## src/rtl/mem_bus_arbiter.sv

```systemverilog
`timescale 1ns/1ps
// -----------------------------------------------------------------------------
// mem_bus_arbiter
//
// Purpose:
//   Shares the single external memory bus between the I-cache refill port and
//   the D-cache refill/writeback/uncached port. Whole line transactions are
//   granted round-robin, and each grant runs as a burst of word beats. Each beat
//   completes on a mem_ready handshake. A single-word D access is a one-beat
//   transaction.
//
// Ports:
//   clk, rst        rising-edge clock, synchronous active-high reset
//   ic_req/ic_addr  I-cache refill request and line address (held until done)
//   ic_rdata/valid  beat read data and its qualifier, beat index on ic_beat
//   ic_done         last beat of the I transaction completes this cycle
//   dc_req/we/single/addr/sel
//                   D-cache request, direction, single-word flag, address and
//                   byte enables (sel used only for single-word accesses)
//   dc_wdata        write data for beat dc_beat, looked up in the same cycle
//   dc_rdata/valid  beat read data / write-beat accepted, beat index dc_beat
//   dc_done         last beat of the D transaction completes this cycle
//   mem_*           external bus: ce, we, word address, wdata, byte enables,
//                   rdata and ready (current beat completes)
// -----------------------------------------------------------------------------
module mem_bus_arbiter #(
  parameter  int LINE_WORDS = 8,
  localparam int BW         = $clog2(LINE_WORDS)
) (
  input  logic          clk,
  input  logic          rst,
  // I-cache refill port
  input  logic          ic_req,
  input  logic [31:0]   ic_addr,
  output logic [31:0]   ic_rdata,
  output logic          ic_valid,
  output logic [BW-1:0] ic_beat,
  output logic          ic_done,
  // D-cache port
  input  logic          dc_req,
  input  logic          dc_we,
  input  logic          dc_single,
  input  logic [31:0]   dc_addr,
  input  logic [3:0]    dc_sel,
  input  logic [31:0]   dc_wdata,
  output logic [31:0]   dc_rdata,
  output logic          dc_valid,
  output logic [BW-1:0] dc_beat,
  output logic          dc_done,
  // External memory bus
  output logic          mem_ce,
  output logic          mem_we,
  output logic [31:0]   mem_addr,
  output logic [31:0]   mem_wdata,
  output logic [3:0]    mem_sel,
  input  logic [31:0]   mem_rdata,
  input  logic          mem_ready
);

  localparam logic [1:0] IDLE  = 2'd0;
  localparam logic [1:0] GNT_I = 2'd1;
  localparam logic [1:0] GNT_D = 2'd2;

  localparam logic [BW-1:0] LAST_BEAT = BW'(LINE_WORDS - 1);

  logic [1:0]    state_q, state_d;
  logic [BW-1:0] beat_q, beat_d;
  logic          last_grant_q, last_grant_d;  // 0 = I won last, 1 = D won last
  logic [31:0]   addr_q, addr_d;
  logic          we_q, we_d;
  logic          single_q, single_d;

  logic          pick_i_s;
  logic          pick_d_s;
  logic          granted_s;
  logic          last_beat_s;
  logic          beat_done_s;

  assign granted_s   = (state_q == GNT_I) || (state_q == GNT_D);
  // A single-word access finishes on its first beat regardless of the counter.
  assign last_beat_s = single_q || (beat_q == LAST_BEAT);
  assign beat_done_s = granted_s && mem_ready;

  // Round-robin pick among pending requests; only meaningful while idle.
  always_comb begin
    pick_i_s = 1'b0;
    pick_d_s = 1'b0;
    if (state_q == IDLE) begin
      if (ic_req && dc_req) begin
        // Tie goes to whoever did not win last time.
        pick_d_s = ~last_grant_q;
        pick_i_s = last_grant_q;
      end else begin
        pick_d_s = dc_req;
        pick_i_s = ic_req;
      end
    end else begin
      pick_i_s = 1'b0;
      pick_d_s = 1'b0;
    end
  end

  // Next-state logic: grant from idle, advance beats on ready, return to idle.
  always_comb begin
    state_d      = state_q;
    beat_d       = beat_q;
    last_grant_d = last_grant_q;
    addr_d       = addr_q;
    we_d         = we_q;
    single_d     = single_q;
    case (state_q)
      IDLE: begin
        if (pick_d_s) begin
          state_d      = GNT_D;
          beat_d       = '0;
          last_grant_d = 1'b1;
          addr_d       = dc_addr;
          we_d         = dc_we;
          single_d     = dc_single;
        end else if (pick_i_s) begin
          state_d      = GNT_I;
          beat_d       = '0;
          last_grant_d = 1'b0;
          addr_d       = ic_addr;
          we_d         = 1'b0;
          single_d     = 1'b0;
        end else begin
          state_d = IDLE;
        end
      end
      GNT_I, GNT_D: begin
        if (mem_ready) begin
          if (last_beat_s) begin
            // Forced idle cycle afterwards: no back-to-back grants.
            state_d = IDLE;
            beat_d  = '0;
          end else begin
            beat_d = beat_q + {{(BW-1){1'b0}}, 1'b1};
          end
        end else begin
          beat_d = beat_q;
        end
      end
      default: begin
        state_d = IDLE;
        beat_d  = '0;
      end
    endcase
  end

  // State registers with synchronous reset; a reset mid-burst abandons it.
  always_ff @(posedge clk) begin
    if (rst) begin
      state_q      <= IDLE;
      beat_q       <= '0;
      last_grant_q <= 1'b0;
      addr_q       <= 32'h0000_0000;
      we_q         <= 1'b0;
      single_q     <= 1'b0;
    end else begin
      state_q      <= state_d;
      beat_q       <= beat_d;
      last_grant_q <= last_grant_d;
      addr_q       <= addr_d;
      we_q         <= we_d;
      single_q     <= single_d;
    end
  end

  // Bus and per-port outputs; everything is zero while idle.
  always_comb begin
    mem_ce    = 1'b0;
    mem_we    = 1'b0;
    mem_addr  = 32'h0000_0000;
    mem_wdata = 32'h0000_0000;
    mem_sel   = 4'b0000;
    ic_valid  = 1'b0;
    ic_done   = 1'b0;
    ic_beat   = '0;
    dc_valid  = 1'b0;
    dc_done   = 1'b0;
    dc_beat   = '0;
    if (granted_s) begin
      mem_ce = 1'b1;
      mem_we = we_q;
      if (single_q) begin
        mem_addr = {addr_q[31:2], 2'b00};
        mem_sel  = dc_sel;
      end else begin
        mem_addr = {addr_q[31:BW+2], beat_q, 2'b00};
        mem_sel  = 4'b1111;
      end
      // Write data is taken live so the D-cache can look it up by dc_beat.
      if (we_q) begin
        mem_wdata = dc_wdata;
      end else begin
        mem_wdata = 32'h0000_0000;
      end
      if (state_q == GNT_I) begin
        ic_valid = beat_done_s;
        ic_done  = beat_done_s && last_beat_s;
        ic_beat  = beat_q;
      end else begin
        dc_valid = beat_done_s;
        dc_done  = beat_done_s && last_beat_s;
        dc_beat  = beat_q;
      end
    end else begin
      mem_ce = 1'b0;
    end
  end

  assign ic_rdata = mem_rdata;
  assign dc_rdata = mem_rdata;

endmodule

```

## config.mk

```make
export PLATFORM = sky130hd
export DESIGN_NAME = mem_bus_arbiter
export DESIGN_NICKNAME = d
export VERILOG_FILES = /design/src/rtl/mem_bus_arbiter.sv
export SDC_FILE = /design/constraint.sdc
export NUM_CORES = 1
export LEC_CHECK = 0
export ABC_AREA = 1
export CORE_AREA = 4 4 107 109
export CTS_BUF_LIST = sky130_fd_sc_hd__clkbuf_16
export CTS_CLUSTER_DIAMETER = 80
export DETAILED_ROUTE_END_ITERATION = 12
export DIE_AREA = 0 0 111 113
export GPL_TIMING_DRIVEN = 0
export HOLD_SLACK_MARGIN = 0.05
export PLACE_DENSITY = 0.8
export SKIP_CTS_REPAIR_TIMING = 1
export SYNTH_ARGS = -nofsm -noshare
export SYNTH_HDL_FRONTEND = slang
export SYNTH_SLANG_ARGS = --single-unit
```

## constraint.sdc

```tcl
create_clock -name clk -period 3.6 [get_ports clk]
set_input_delay 1.08 -clock clk [delete_from_list [all_inputs] [get_ports clk]]
set_output_delay 1.08 -clock clk [all_outputs]
set_load 0.02 [all_outputs]
```

==> impl_metrics.csv, run 1 <==
group,metric,value,unit
floorplanning,chipWidth,111,um
critical_path,crit_path_end_kind,"primary output",
pwr,clkPwrFrac,16.7,%
drt,drc,0,
final_layout,final_nets,918,
pwr,switching_share,43.73,%
pwr,seqPwrFrac,22.8,%
critical_path,required,2520,ps
synth,avgSynthCellArea,5.904,sq um
sta,fmax,291.9,MHz
pwr,switching_power,1141,uW
pwr,peakVddDrop,0.2135,mV
final_layout,regArea,760.7,sq um
global_route,grt_pass1_wl,20290,um
sta,timing.final.crit_period,3426,ps
drt,drtAntennaViolNets,0,
drt,num_vias,3924,
drt,drtPass1Iterations,4,
global_route,grt_pass1_vias,3831,
min_path,hold_path.class,"reg2reg",
sta,slew_viol_final,0,
synth,ys.warnings.count,0,
clock_tree,cts.path.max_buffers,2,
sta,rsz0062_at_grt,"false",
final_layout,n_antenna_cell,0,
final_layout,fill_cells,1085,
synth,syn_area,3088,sq um
floorplanning,row_count,38,
final_layout,areaGrowthSynthToFinish,90.60,%
global_route,use_met3,6.043,%
placement,port_buffers,244,
drt,initialDrtViolationCount,150,
pwr,power,2609,uW
placement,dp_hpwl,11360,um
sta,fin_skew,6.972,ps
sta,fin_tns_setup,0,ps
floorplanning,core,10600,sq um
critical_path,regToRegStartpoint,"beat_q[0]",
clock_tree,clk_pin_slew,60,ps
synth,synth_cell_type_count,20,
floorplanning,die_area,12540,sq um
final_layout,layout-drive-gt1-share,13.66,%
clock_tree,cts_tree,"done",
final_layout,multi_input_area,1287,sq um
drt,routed_wl,13600,um
critical_path,crit_arrival,2350,ps
clock_tree,clock_sinks,38,
global_route,track_usage,20.19,%
sta,final-hold-violation-count,0,
clock_tree,clk-insertion-delay-late,280,ps
global_route,use_met2,36.77,%
floorplanning,initial_utilization,29.12,%
synth,ys_seq_area_share,24.64,%
floorplanning,io_pins,283,
pwr,power_density,443.4,nW/um^2
global_route,antenna_found_initial,0,
final_layout,final_util,55.51,%
clock_tree,cts_buffers,5,
min_path,hp-start,"we_q",
critical_path,critPathLaunchType,"input pin",
global_route,busiest_layer,"met2",
clock_tree,cts_max_level,2,
pwr,combPwrFrac,60.5,%
sta,post-route-period-util,95.16,%
drt,vias_per_cell,4.284,
job,max-cap-violations,0,
drt,wl_per_cell,14.85,um
status,run_status,"completed",
global_route,grtUsageMet1,23.19,%
pwr,leakage,0.003250,uW
global_route,overflow,0,
placement,gp_congestion,0.9258,
pwr,p_int,1468,uW
clock_tree,cts-root-buf,"clkbuf_16",
floorplanning,die_h,113,um
critical_path,worstSetupPathType,"in2out",
global_route,grt_max_degree,14,
synth,synth_seq_cells,38,
sta,setup_viol,0,
synth,synthCells,523,
critical_path,crit_start,"dc_sel[0]",
critical_path,cp_max_fo,1,
[final timing paths]
check                             endpoint  slack, ps  cells after the start
worst max-delay path            mem_sel[0]        170                      4
worst min-delay path                  we_q        490                      2
worst max register to register  state_q[0]       2050                      8
worst min register to register        we_q        490                      2
[synth_stat cells, drive strengths merged]
library cell,instances,area (sq um)
nand3,126,630.6
inv,107,401.6
buf,93,630.6
nand2,80,305.3
nor2,56,210.2
dfxtp,38,760.7
a21oi,8,40.04
ha,4,50.05
o21ai,3,15.01
clkinv,2,7.510
nor3,2,15.01
clkbuf,1,3.750
conb,1,3.750
nand3b,1,7.510
or2,1,6.260
[worst max-delay path: stages]
cell,delay (ps)
clkdlybuf4s50_1,470
nor2_1,50
nor2_1,100
clkdlybuf4s50_1,650
[layer usage]
metal | vias to the layer above | part of all wire [%]
met5 | - | 0
met4 | 0 | 1.9
li1 | 2021 | -
met3 | 14 | 8.9
met2 | 166 | 50
met1 | 1723 | 39
[flip-flops by register name, summed over array words and instances, names as in the netlist]
register / flops
addr_q: 30
beat_q: 3
last_grant_q: 1
single_q: 1
state_q: 2
we_q: 1
[power groups by stage]
stage	clock network (uW)	registers, uW	logic [uW]
after floorplan	0	586	932
after global placement	0	601	1580
after detailed placement	0	604	1590
after CTS	446	596	1600
after global routing	462	606	1740
final	435	596	1580
[cell type report]
class	count	share of cell area (%)
Inverter	109	6.952
Clock inverter	3	0.3614
Tap cell	140	2.976
Clock buffer	5	2.126
Timing Repair Buffer	244	41.96
Multi-Input combinational cell	283	21.87
Sequential cell	38	12.93
Buffer	94	10.82
[metrics by stage]
stage / hold WS, ps / instances / cell area (sq um) / setup WS [ps]
3_3_place_gp: 477.1 / 908 / 5709 / 42.37
4_1_cts: 493.7 / 916 / 5856 / 8.675
3_5_place_dp: 482.8 / 908 / 5709 / 22.90
2_1_floorplan: 455.9 / 524 / 3092 / 887.3
6_report: 488.7 / 916 / 5886 / 174.2
5_1_grt: 525.3 / 916 / 5886 / 20.76
[layout by cell type (no fill, tap or decap), drive strengths merged]
master | netlist | routed
inv | 107 | 107
nand3 | 126 | 126
ha | 4 | 4
dfxtp | 38 | 38
clkbuf | 1 | 8
nor2 | 56 | 56
clkdlybuf4s50 | 0 | 233
clkinv | 2 | 4
nand3b | 1 | 1
conb | 1 | 2
dlymetal6s2s | 0 | 11
clkinvlp | 0 | 1
or2 | 1 | 1
nor3 | 2 | 2
a21oi | 8 | 8
o21ai | 3 | 3
buf | 93 | 91
nand2 | 80 | 80
[cell families after synthesis]
family / count (synthesis) / share of synthesized area, %
DFF: 38 / 24.64
adders and majority gates: 4 / 1.621
other: 1 / 0.1214
and+or+nand+nor: 266 / 38.05
AOI/OAI and AO/OA: 11 / 1.783
buffers and inverters: 203 / 33.79
Power figures use the tool's default switching activity.
==> run 2: changes to the inputs <==
- CORE_AREA: 4 4 107 109 -> unset
- CORE_MARGIN: unset -> 4
- CORE_UTILIZATION: unset -> 28
- DIE_AREA: 0 0 111 113 -> unset
- PLACE_DENSITY: 0.8 -> 0.79
- clock period: 3.6 -> 3.03 ns (I/O delays scaled with it)
==> impl_metrics.csv, run 2 (synthesized netlist as in run 1, its figures left out) <==
group,metric,value,unit
drt,num_vias,3952,
pwr,peakVddDrop,0.3106,mV
critical_path,critPathLaunchType,"register",
sta,fmax,316.9,MHz
global_route,antenna_found_initial,0,
floorplanning,chipWidth,113.0,um
critical_path,max_stage_delay,600,ps
floorplanning,initial_utilization,28.61,%
critical_path,crit_family,"buffers and inverters",
final_layout,final_cell_mix,"clkdlybuf4s50_1 (187), nand3_1 (126), inv_1 (105)",
final_layout,n_antenna_cell,0,
final_layout,final_area,5987,sq um
job,max-cap-violations,0,
clock_tree,cts_tree,"done",
clock_tree,cts_buffers,5,
critical_path,cp_num_buf_inv,5,
critical_path,crit_arrival,2250,ps
drt,initialDrtViolationCount,237,
placement,place_inst,908,
pwr,power,3081,uW
pwr,leakage,0.004041,uW
min_path,hp-start,"we_q",
final_layout,top_register,"addr_q",
critical_path,r2r-end,"state_q[1]",
critical_path,crit_slowest_cell,"clkdlybuf4s50_1",
drt,drtAntennaViolNets,0,
global_route,track_usage,19.55,%
global_route,overflow,0,
floorplanning,io_pins,283,
final_layout,areaGrowthSynthToFinish,93.88,%
drt,wl_per_cell,14.32,um
clock_tree,clock_sinks,38,
global_route,grt_max_degree,13,
min_path,holdPathStages,2,
sta,rsz0062_at_grt,"true",
critical_path,required,2120,ps
critical_path,cpMostUsedCell,"inv_1",
final_layout,largest_register_ff_count,30,
sta,timing.final.crit_period,3155,ps
final_layout,layout-drive-gt1-share,13.79,%
sta,slew_viol_final,0,
min_path,hold_path.class,"reg2reg",
critical_path,r2r_slack,1470,ps
placement,port_buffers,244,
clock_tree,clk-insertion-delay-late,280,ps
drt,routed_wl,13120,um
min_path,whs_endpoint,"we_q",
status,run_status,"finished with violations",
final_layout,post_layout_nonfiller_instances,916,
clock_tree,cts-root-buf,"clkbuf_16",
final_layout,final_nets,918,
final_layout,final_common_cell,"clkdlybuf4s50_1",
global_route,grt_pass1_vias,3691,
sta,worst_slack,-125.5,ps
critical_path,cp_max_fo,10,
drt,drtPass1Iterations,4,
final_layout,top_regs,"addr_q (30), beat_q (3), state_q (2)",
critical_path,cp.depth,7,
sta,final-hold-violation-count,0,
critical_path,worstSetupPathType,"reg2out",
clock_tree,cts.path.max_buffers,2,
sta,fin_tns_setup,-665.7,ps
sta,hold_ws,490.9,ps
sta,fin_skew,3.702,ps
drt,vias_per_cell,4.314,
floorplanning,die_area,12770,sq um
placement,place_area,5709,sq um
clock_tree,cts_max_level,2,
drt,drc,0,
sta,post-route-period-util,104.1,%
clock_tree,clk_pin_slew,60,ps
critical_path,regToRegStartpoint,"beat_q[0]",
placement,dp_hpwl,10900,um
global_route,grt_pass1_wl,20140,um
status,violations,"setup timing",
sta,setup_viol,17,
placement,gp_congestion,0.8384,
critical_path,crit_chain,"inv_1 > ha_1 > clkbuf_4 > nand2_1 > buf_2 > inv_1 > clkdlybuf4s50_1",
pwr,power_density,514.6,nW/um^2
critical_path,crit_path_end_kind,"primary output",
floorplanning,row_count,38,
floorplanning,core,10790,sq um
floorplanning,die_h,113.0,um
critical_path,reg2reg_depth,8,
==> run 2: where the power goes <==
group	leakage [uW]	total (uW)	switching [uW]	internal (uW)
clock network	0.0000750	511	209	302
registers	0.000313	707	74.3	632
logic	0.00365	1860	1060	799
==> run 2: worst reg2reg max path, cell delays in order (launching register included) <==
cell and delay, ps:
dfxtp_1 340, ha_1 210, ha_1 180, nor2_1 290, nand2_1 120, nand2_1 150, nand2_1 70, nand2_1 60
nor2_1 50
==> run 2: cell type report <==
cell class	instances	area, sq um
fill	1062	4806
timing repair buffer	244	2570
multi-input combinational	283	1287
sequential	38	760.7
buffer	94	641.9
inverter	109	409.1
tap	140	175.2
clock buffer	5	125.1
clock inverter	3	17.52
==> run 2: how the worst max path moves through the flow <==
stage / from / to / slack [ps]
final: state_q[0] / mem_we / -130
after CTS: state_q[0] / mem_addr[11] / -360
after floorplan: state_q[0] / dc_beat[0] / 490
after detailed placement: mem_ready / ic_done / -200
after global placement: mem_ready / ic_done / -180
after global routing: state_q[0] / mem_we / -240
==> run 2: metal layers <==
| layer | wire length, um | vias up | GRT usage (%) |
|---|---|---|---|
| met4 | 228 | 0 | 3.526 |
| met1 | 5131 | 1739 | 23.33 |
| met3 | 1066 | 16 | 4.599 |
| met2 | 6691 | 181 | 35.90 |
| li1 | - | 2016 | - |
| met5 | 0 | - | 0 |
==> run 2: through the flow <==
stage | utilization, % | setup slack (ps)
after floorplan | - | 488.3
after global placement | 52.90 | -179.4
after detailed placement | 52.90 | -196.7
after CTS | 54.22 | -356.4
after global routing | 55.47 | -242.9
final | 55.47 | -125.5
